==> src/rtl/ff_array_pkg.sv <==
// Shared types and default widths for the flip-flop array requester.
// state_e is the requester FSM; req_t is one latched array request.
package ff_array_pkg;

    localparam int DATA_W_DEF = 8;
    localparam int ADDR_W_DEF = 3;

    typedef enum logic [1:0] {
        IDLE,
        ISSUE,
        WAIT,
        RESP
    } state_e;

    typedef struct packed {
        logic                  wr;
        logic [ADDR_W_DEF-1:0] addr;
        logic [DATA_W_DEF-1:0] data;
    } req_t;

endpackage

==> src/rtl/ff_array_requester.sv <==
// Initiator for the flip-flop array: one request -> one arr_wr/arr_rd pulse -> one response.
// Ports: req_* request channel, rsp_* response channel, arr_* array side, proto_err/wr_cnt/rd_cnt status.
module ff_array_requester
    import ff_array_pkg::*;
#(
    parameter int DATA_W   = DATA_W_DEF,
    parameter int ADDR_W   = ADDR_W_DEF,
    parameter int READ_LAT = 1,
    parameter int CNT_W    = 16
) (
    input  logic              clk,
    input  logic              reset,
    input  logic              req_valid,
    output logic              req_ready,
    input  logic              req_wr,
    input  logic [ADDR_W-1:0] req_addr,
    input  logic [DATA_W-1:0] req_data,
    output logic              rsp_valid,
    input  logic              rsp_ready,
    output logic [DATA_W-1:0] rsp_data,
    output logic              rsp_unwr,
    output logic [DATA_W-1:0] arr_din,
    output logic [ADDR_W-1:0] arr_addr,
    output logic              arr_wr,
    output logic              arr_rd,
    input  logic [DATA_W-1:0] arr_dout,
    input  logic              arr_error,
    output logic              proto_err,
    output logic [CNT_W-1:0]  wr_cnt,
    output logic [CNT_W-1:0]  rd_cnt
);

    localparam int DEPTH = 1 << ADDR_W;
    localparam logic [1:0] RD_LAT = 2'(READ_LAT);

    state_e            state_q, state_d;
    logic              req_ready_q, req_ready_d;
    logic              wr_l_q, wr_l_d;
    logic [ADDR_W-1:0] addr_l_q, addr_l_d;
    logic [1:0]        wait_q, wait_d;
    logic [DEPTH-1:0]  shadow_q, shadow_d;
    logic              rsp_valid_q, rsp_valid_d;
    logic [DATA_W-1:0] rsp_data_q, rsp_data_d;
    logic              rsp_unwr_q, rsp_unwr_d;
    logic [DATA_W-1:0] arr_din_q, arr_din_d;
    logic [ADDR_W-1:0] arr_addr_q, arr_addr_d;
    logic              arr_wr_q, arr_wr_d;
    logic              arr_rd_q, arr_rd_d;
    logic              proto_err_q, proto_err_d;
    logic [CNT_W-1:0]  wr_cnt_q, wr_cnt_d;
    logic [CNT_W-1:0]  rd_cnt_q, rd_cnt_d;

    // An entry never written since reset reads as zero and is flagged,
    // regardless of what the array drives on dout.
    logic              hit;
    assign hit = shadow_q[addr_l_q];

    always_comb begin
        state_d     = state_q;
        wr_l_d      = wr_l_q;
        addr_l_d    = addr_l_q;
        wait_d      = wait_q;
        shadow_d    = shadow_q;
        rsp_valid_d = rsp_valid_q;
        rsp_data_d  = rsp_data_q;
        rsp_unwr_d  = rsp_unwr_q;
        arr_din_d   = arr_din_q;
        arr_addr_d  = arr_addr_q;
        arr_wr_d    = 1'b0;
        arr_rd_d    = 1'b0;
        proto_err_d = proto_err_q | arr_error;
        wr_cnt_d    = wr_cnt_q;
        rd_cnt_d    = rd_cnt_q;

        unique case (state_q)
            IDLE: begin
                if (req_valid && req_ready_q) begin
                    wr_l_d     = req_wr;
                    addr_l_d   = req_addr;
                    arr_addr_d = req_addr;
                    arr_din_d  = req_wr ? req_data : '0;
                    arr_wr_d   = req_wr;
                    arr_rd_d   = ~req_wr;
                    state_d    = ISSUE;
                end
            end
            ISSUE: begin
                if (wr_l_q) begin
                    shadow_d[addr_l_q] = 1'b1;
                    rsp_valid_d        = 1'b1;
                    rsp_data_d         = '0;
                    rsp_unwr_d         = 1'b0;
                    state_d            = RESP;
                end else if (READ_LAT == 0) begin
                    rsp_valid_d = 1'b1;
                    rsp_data_d  = hit ? arr_dout : '0;
                    rsp_unwr_d  = ~hit;
                    state_d     = RESP;
                end else begin
                    wait_d  = 2'd1;
                    state_d = WAIT;
                end
            end
            WAIT: begin
                if (wait_q == RD_LAT) begin
                    rsp_valid_d = 1'b1;
                    rsp_data_d  = hit ? arr_dout : '0;
                    rsp_unwr_d  = ~hit;
                    state_d     = RESP;
                end else begin
                    wait_d = wait_q + 2'd1;
                end
            end
            RESP: begin
                if (rsp_ready) begin
                    rsp_valid_d = 1'b0;
                    if (wr_l_q) begin
                        if (wr_cnt_q != '1) wr_cnt_d = wr_cnt_q + CNT_W'(1);
                    end else begin
                        if (rd_cnt_q != '1) rd_cnt_d = rd_cnt_q + CNT_W'(1);
                    end
                    state_d = IDLE;
                end
            end
            default: state_d = IDLE;
        endcase

        req_ready_d = (state_d == IDLE);
    end

    always_ff @(posedge clk) begin
        if (reset) begin
            state_q     <= IDLE;
            req_ready_q <= 1'b0;
            wr_l_q      <= 1'b0;
            addr_l_q    <= '0;
            wait_q      <= '0;
            shadow_q    <= '0;
            rsp_valid_q <= 1'b0;
            rsp_data_q  <= '0;
            rsp_unwr_q  <= 1'b0;
            arr_din_q   <= '0;
            arr_addr_q  <= '0;
            arr_wr_q    <= 1'b0;
            arr_rd_q    <= 1'b0;
            proto_err_q <= 1'b0;
            wr_cnt_q    <= '0;
            rd_cnt_q    <= '0;
        end else begin
            state_q     <= state_d;
            req_ready_q <= req_ready_d;
            wr_l_q      <= wr_l_d;
            addr_l_q    <= addr_l_d;
            wait_q      <= wait_d;
            shadow_q    <= shadow_d;
            rsp_valid_q <= rsp_valid_d;
            rsp_data_q  <= rsp_data_d;
            rsp_unwr_q  <= rsp_unwr_d;
            arr_din_q   <= arr_din_d;
            arr_addr_q  <= arr_addr_d;
            arr_wr_q    <= arr_wr_d;
            arr_rd_q    <= arr_rd_d;
            proto_err_q <= proto_err_d;
            wr_cnt_q    <= wr_cnt_d;
            rd_cnt_q    <= rd_cnt_d;
        end
    end

    assign req_ready = req_ready_q;
    assign rsp_valid = rsp_valid_q;
    assign rsp_data  = rsp_data_q;
    assign rsp_unwr  = rsp_unwr_q;
    assign arr_din   = arr_din_q;
    assign arr_addr  = arr_addr_q;
    assign arr_wr    = arr_wr_q;
    assign arr_rd    = arr_rd_q;
    assign proto_err = proto_err_q;
    assign wr_cnt    = wr_cnt_q;
    assign rd_cnt    = rd_cnt_q;

endmodule
==> config.mk <==
export PLATFORM = sky130hd
export DESIGN_NAME = ff_array_requester
export DESIGN_NICKNAME = d
export VERILOG_FILES = /design/src/rtl/ff_array_pkg.sv /design/src/rtl/ff_array_requester.sv
export SDC_FILE = /design/constraint.sdc
export NUM_CORES = 1
export LEC_CHECK = 0
export ABC_AREA = 1
export ABC_CLOCK_PERIOD_IN_PS = 1800
export BUFFER_PORTS_ARGS = -buffer_cell sky130_fd_sc_hd__buf_2
export CAP_MARGIN = 20
export CORE_MARGIN = 4
export CORE_UTILIZATION = 35
export CTS_CLUSTER_DIAMETER = 150
export DETAILED_ROUTE_END_ITERATION = 10
export SETUP_SLACK_MARGIN = 0.4
export SYNTH_ARGS = -nofsm -noshare
export SYNTH_HDL_FRONTEND = slang
export SYNTH_SLANG_ARGS = --single-unit
==> constraint.sdc <==
create_clock -name clk -period 1.8 [get_ports clk]
set_clock_uncertainty 0.05 [all_clocks]
set_input_delay 0.36 -clock clk [delete_from_list [all_inputs] [get_ports clk]]
set_output_delay 0.36 -clock clk [all_outputs]
set_load 0.02 [all_outputs]
==> run_results.csv <==
group,metric,value,unit
run_status,status,"finished clean",
routing,ant_nets,0,
hold_path,whs_endpoint,"proto_err$_SDFF_PP0_",
yosys,yosysMostFrequentCell,"nand2_1",
worst_setup_path,cp.required,1990,ps
sta,tightest_slew,594,ps
finish,stdcell_count,770,
worst_setup_path,worstSetupPathType,"register to register",
yosys,yosysSeqAreaShare,0.392,
routing,vias_per_cell,4.83,
global_route,grt_max_degree,45,
worst_setup_path,crit_fanout,7,
floorplan,dieArea,11900,um^2
sta,finalSetupViolCount,0,
floorplan,die_x,109,um
floorplan,start_util,0.362,
finish,multi_input_area,2180,um^2
routing,detail_route.first_pass.iterations,4,
hold_path,hold_start,"arr_error",
routing,num_vias,3721,
routing,wire_per_inst,13.0,um
routing,routed_wl,10000,um
yosys,synth_largest_area_cell,"dfxtp_1",
worst_setup_path,path_cells,"ha_4 -> nand2_4 -> nor2_8 -> nand4_4 -> nand2_8 -> buf_6 -> nor2_2 -> nor2_1 -> nor2_1",
clock_tree,cts_root_buf,"clkbuf_8",
sta,slew_violations,0,
global_route,grt_overflow,0,
run,max_cap_violations,0,
sta,finalHoldViolCount,0,
worst_setup_path,max_stage_delay,380,ps
floorplan,die_y,109,um
placement,dp_slack,150,ps
sta,min_period,1490,ps
yosys,ys_types,35,
power,ir_drop,0.000423,V
power,total_power,4.39,mW
power,p_leak,2.19,nW
worst_setup_path,r2r_start,"rd_cnt[1]$_SDFFE_PP0P_",
global_route,antenna_found_initial,0,
hold_path,worstHoldPathCells,3,
power,switching_power,1.37,mW
sta,finalSetupTns,0,ps
clock_tree,clk_pin_slew,80,ps
placement,port_buffers,81,
global_route,grtUsageTotal,0.165,
worst_setup_path,crit_path_frequent_cell,"nor2_1",
power,power.share.sequential,0.393,
yosys,synth_top_area_share,0.392,
sta,max-slew-margin-rel,0.604,
yosys,synth_seq_cells,70,
hold_path,hp-class,"primary input to register",
sta,fmax,671,MHz
global_route,grt_pass1_vias,3480,
sta,rsz0062_at_grt,"true",
floorplan,io-pin-count,82,
yosys,synth_nets,543,
routing,drcViolationCount,0,
yosys,synth.area.top_cells,"dfxtp_1, nand2_1, nor2_1, inv_1, a21oi_1",
worst_setup_path,rr_worst_depth,9,
power,swShare,0.313,
floorplan,num_rows,36,
clock_tree,cts_tree,"built",
sta,fin_ws,309,ps
worst_setup_path,cp_data_arrival_time,1690,ps
finish,syn_to_final_growth,45.3,%
yosys,syn_area,3570,um^2
sta,finalCritPeriodShare,0.829,
worst_setup_path,r2r_slack,310,ps
power,comb_power_share,0.248,
routing,drt_iter0_drc,170,
yosys,yosys-top-cells-count,"nand2_1, nor2_1, dfxtp_1",
power,p_int,3.01,mW
yosys,ys.warnings.count,0,
power,pwr-share-clk,0.358,
worst_setup_path,cp-end-kind,"register",
clock_tree,clockBufferDepth,2,
yosys,synth-edff-count,0,
placement,hpwlAfterDp,6580,um
worst_setup_path,critPathSlowestCell,"dfxtp_4",
sta,whs,168,ps
finish,drive_gt1_frac,0.429,
floorplan,core-area,9860,um^2
yosys,synth_cells,510,
worst_setup_path,startpoint_type,"register",
global_route,grt_pass1_wl,15700,um
placement,placed_area,4230,um^2
finish,final_core_utilization,0.526,
power,p_per_area,845,nW/um^2
finish,fillers,927,
finish,regArea,1480,um^2
yosys,synth_flop_cell,"dfxtp_1",
clock_tree,clock_latency,340,ps
yosys,syn_area_per_cell,7.00,um^2
clock_tree,cts-htree-levels,3,
placement,gp_congestion,0.840,
finish,num_antenna_cells,0,
finish,nets,665,
placement,placed_cells,722,
finish,design_area,5190,um^2
clock_tree,cts_made_buffers,9,
clock_tree,cts.sinks,70,
yosys,async_reset_ff_frac,0,
worst_setup_path,r2r-end,"rd_cnt[12]$_SDFFE_PP0P_",
worst max path at each step:
stage,start,end,slack (ps),depth (start not counted)
global placement,state_q[0]$_SDFF_PP0_,wr_cnt[3]$_SDFFE_PP0P_,220,9
CTS,rd_cnt[1]$_SDFFE_PP0P_,rd_cnt[5]$_SDFFE_PP0P_,340,8
detailed placement,state_q[0]$_SDFF_PP0_,arr_din[6]$_SDFFE_PP0N_,150,7
finish,rd_cnt[1]$_SDFFE_PP0P_,rd_cnt[12]$_SDFFE_PP0P_,310,9
global route,rd_cnt[1]$_SDFFE_PP0P_,rd_cnt[12]$_SDFFE_PP0P_,220,9
floorplan,state_q[1]$_SDFF_PP0_,wr_cnt[7]$_SDFFE_PP0P_,390,8
power by group through the flow:
stage | logic [mW] | registers, mW | clock network [mW]
floorplan | 0.528 | 1.80 | 0
global placement | 0.789 | 1.74 | 0
detailed placement | 0.803 | 1.75 | 0
CTS | 0.909 | 1.73 | 1.61
global route | 1.21 | 1.74 | 1.67
finish | 1.09 | 1.72 | 1.57
cell families (layout without fill, tap and decap cells):
group | Yosys count | after routing | synth area share
buffers and inverters | 77 | 204 | 0.0914
AO/OA/AOI/OAI | 80 | 80 | 0.146
AND/OR/NAND/NOR | 268 | 268 | 0.325
flip-flops | 70 | 70 | 0.392
XOR/XNOR | 7 | 7 | 0.0172
adder cells (fa/ha/maj) | 8 | 8 | 0.0280
cell type report:
class,instances,area share
repair buffers,123,0.161
multi-input cells,363,0.420
clock buffers,10,0.0265
inverters,64,0.0523
flip-flops and latches,70,0.286
repair inverters,1,0.00121
well taps,133,0.0321
clock inverters,6,0.0210
layout by cell type, fill, tap and decap left out, types with 7 or more instances in the layout:
master,n
a21oi_1,26
a21oi_2,17
a32o_1,8
buf_2,75
buf_4,27
buf_6,18
clkbuf_8,10
dfxtp_1,38
dfxtp_2,15
dfxtp_4,17
inv_1,53
nand2_1,119
nand2_2,16
nand2_4,8
nand3_1,16
nand4_1,10
nor2_1,57
nor2_2,16
nor2_4,11
o21ai_0,7
flip-flops by register name, summed over array words and instances, names as in the netlist:
signal,cells
rd_cnt,16
wr_cnt,16
arr_din,8
rsp_data,8
shadow_q,8
arr_addr,3
state_q,2
wait_q,2
arr_rd,1
arr_wr,1
proto_err,1
req_ready,1
rsp_unwr,1
rsp_valid,1
wr_l_q,1
layer usage:
metal  global-route usage  wire [um]
met4               0.0631        224
met2                0.275       4800
met1                0.211       4400
met5                    0          0
met3               0.0302        589
worst max-delay path, delay by kind of cell (launching register included):
family | cells | cell delay, ps
fa+ha+maj | 1 | 150
buf+inv | 1 | 120
flops | 1 | 380
simple gates | 7 | 700
what timing repair did:
item / CTS / global route
setup buffers: 12 / 17
pin swaps: 13 / 38
resized for setup: 44 / 112
endpoints found under the setup margin: 64 / 78
gates cloned: 0 / 3
hold buffers: 0 / 0
(Power assumes the default switching activity.)
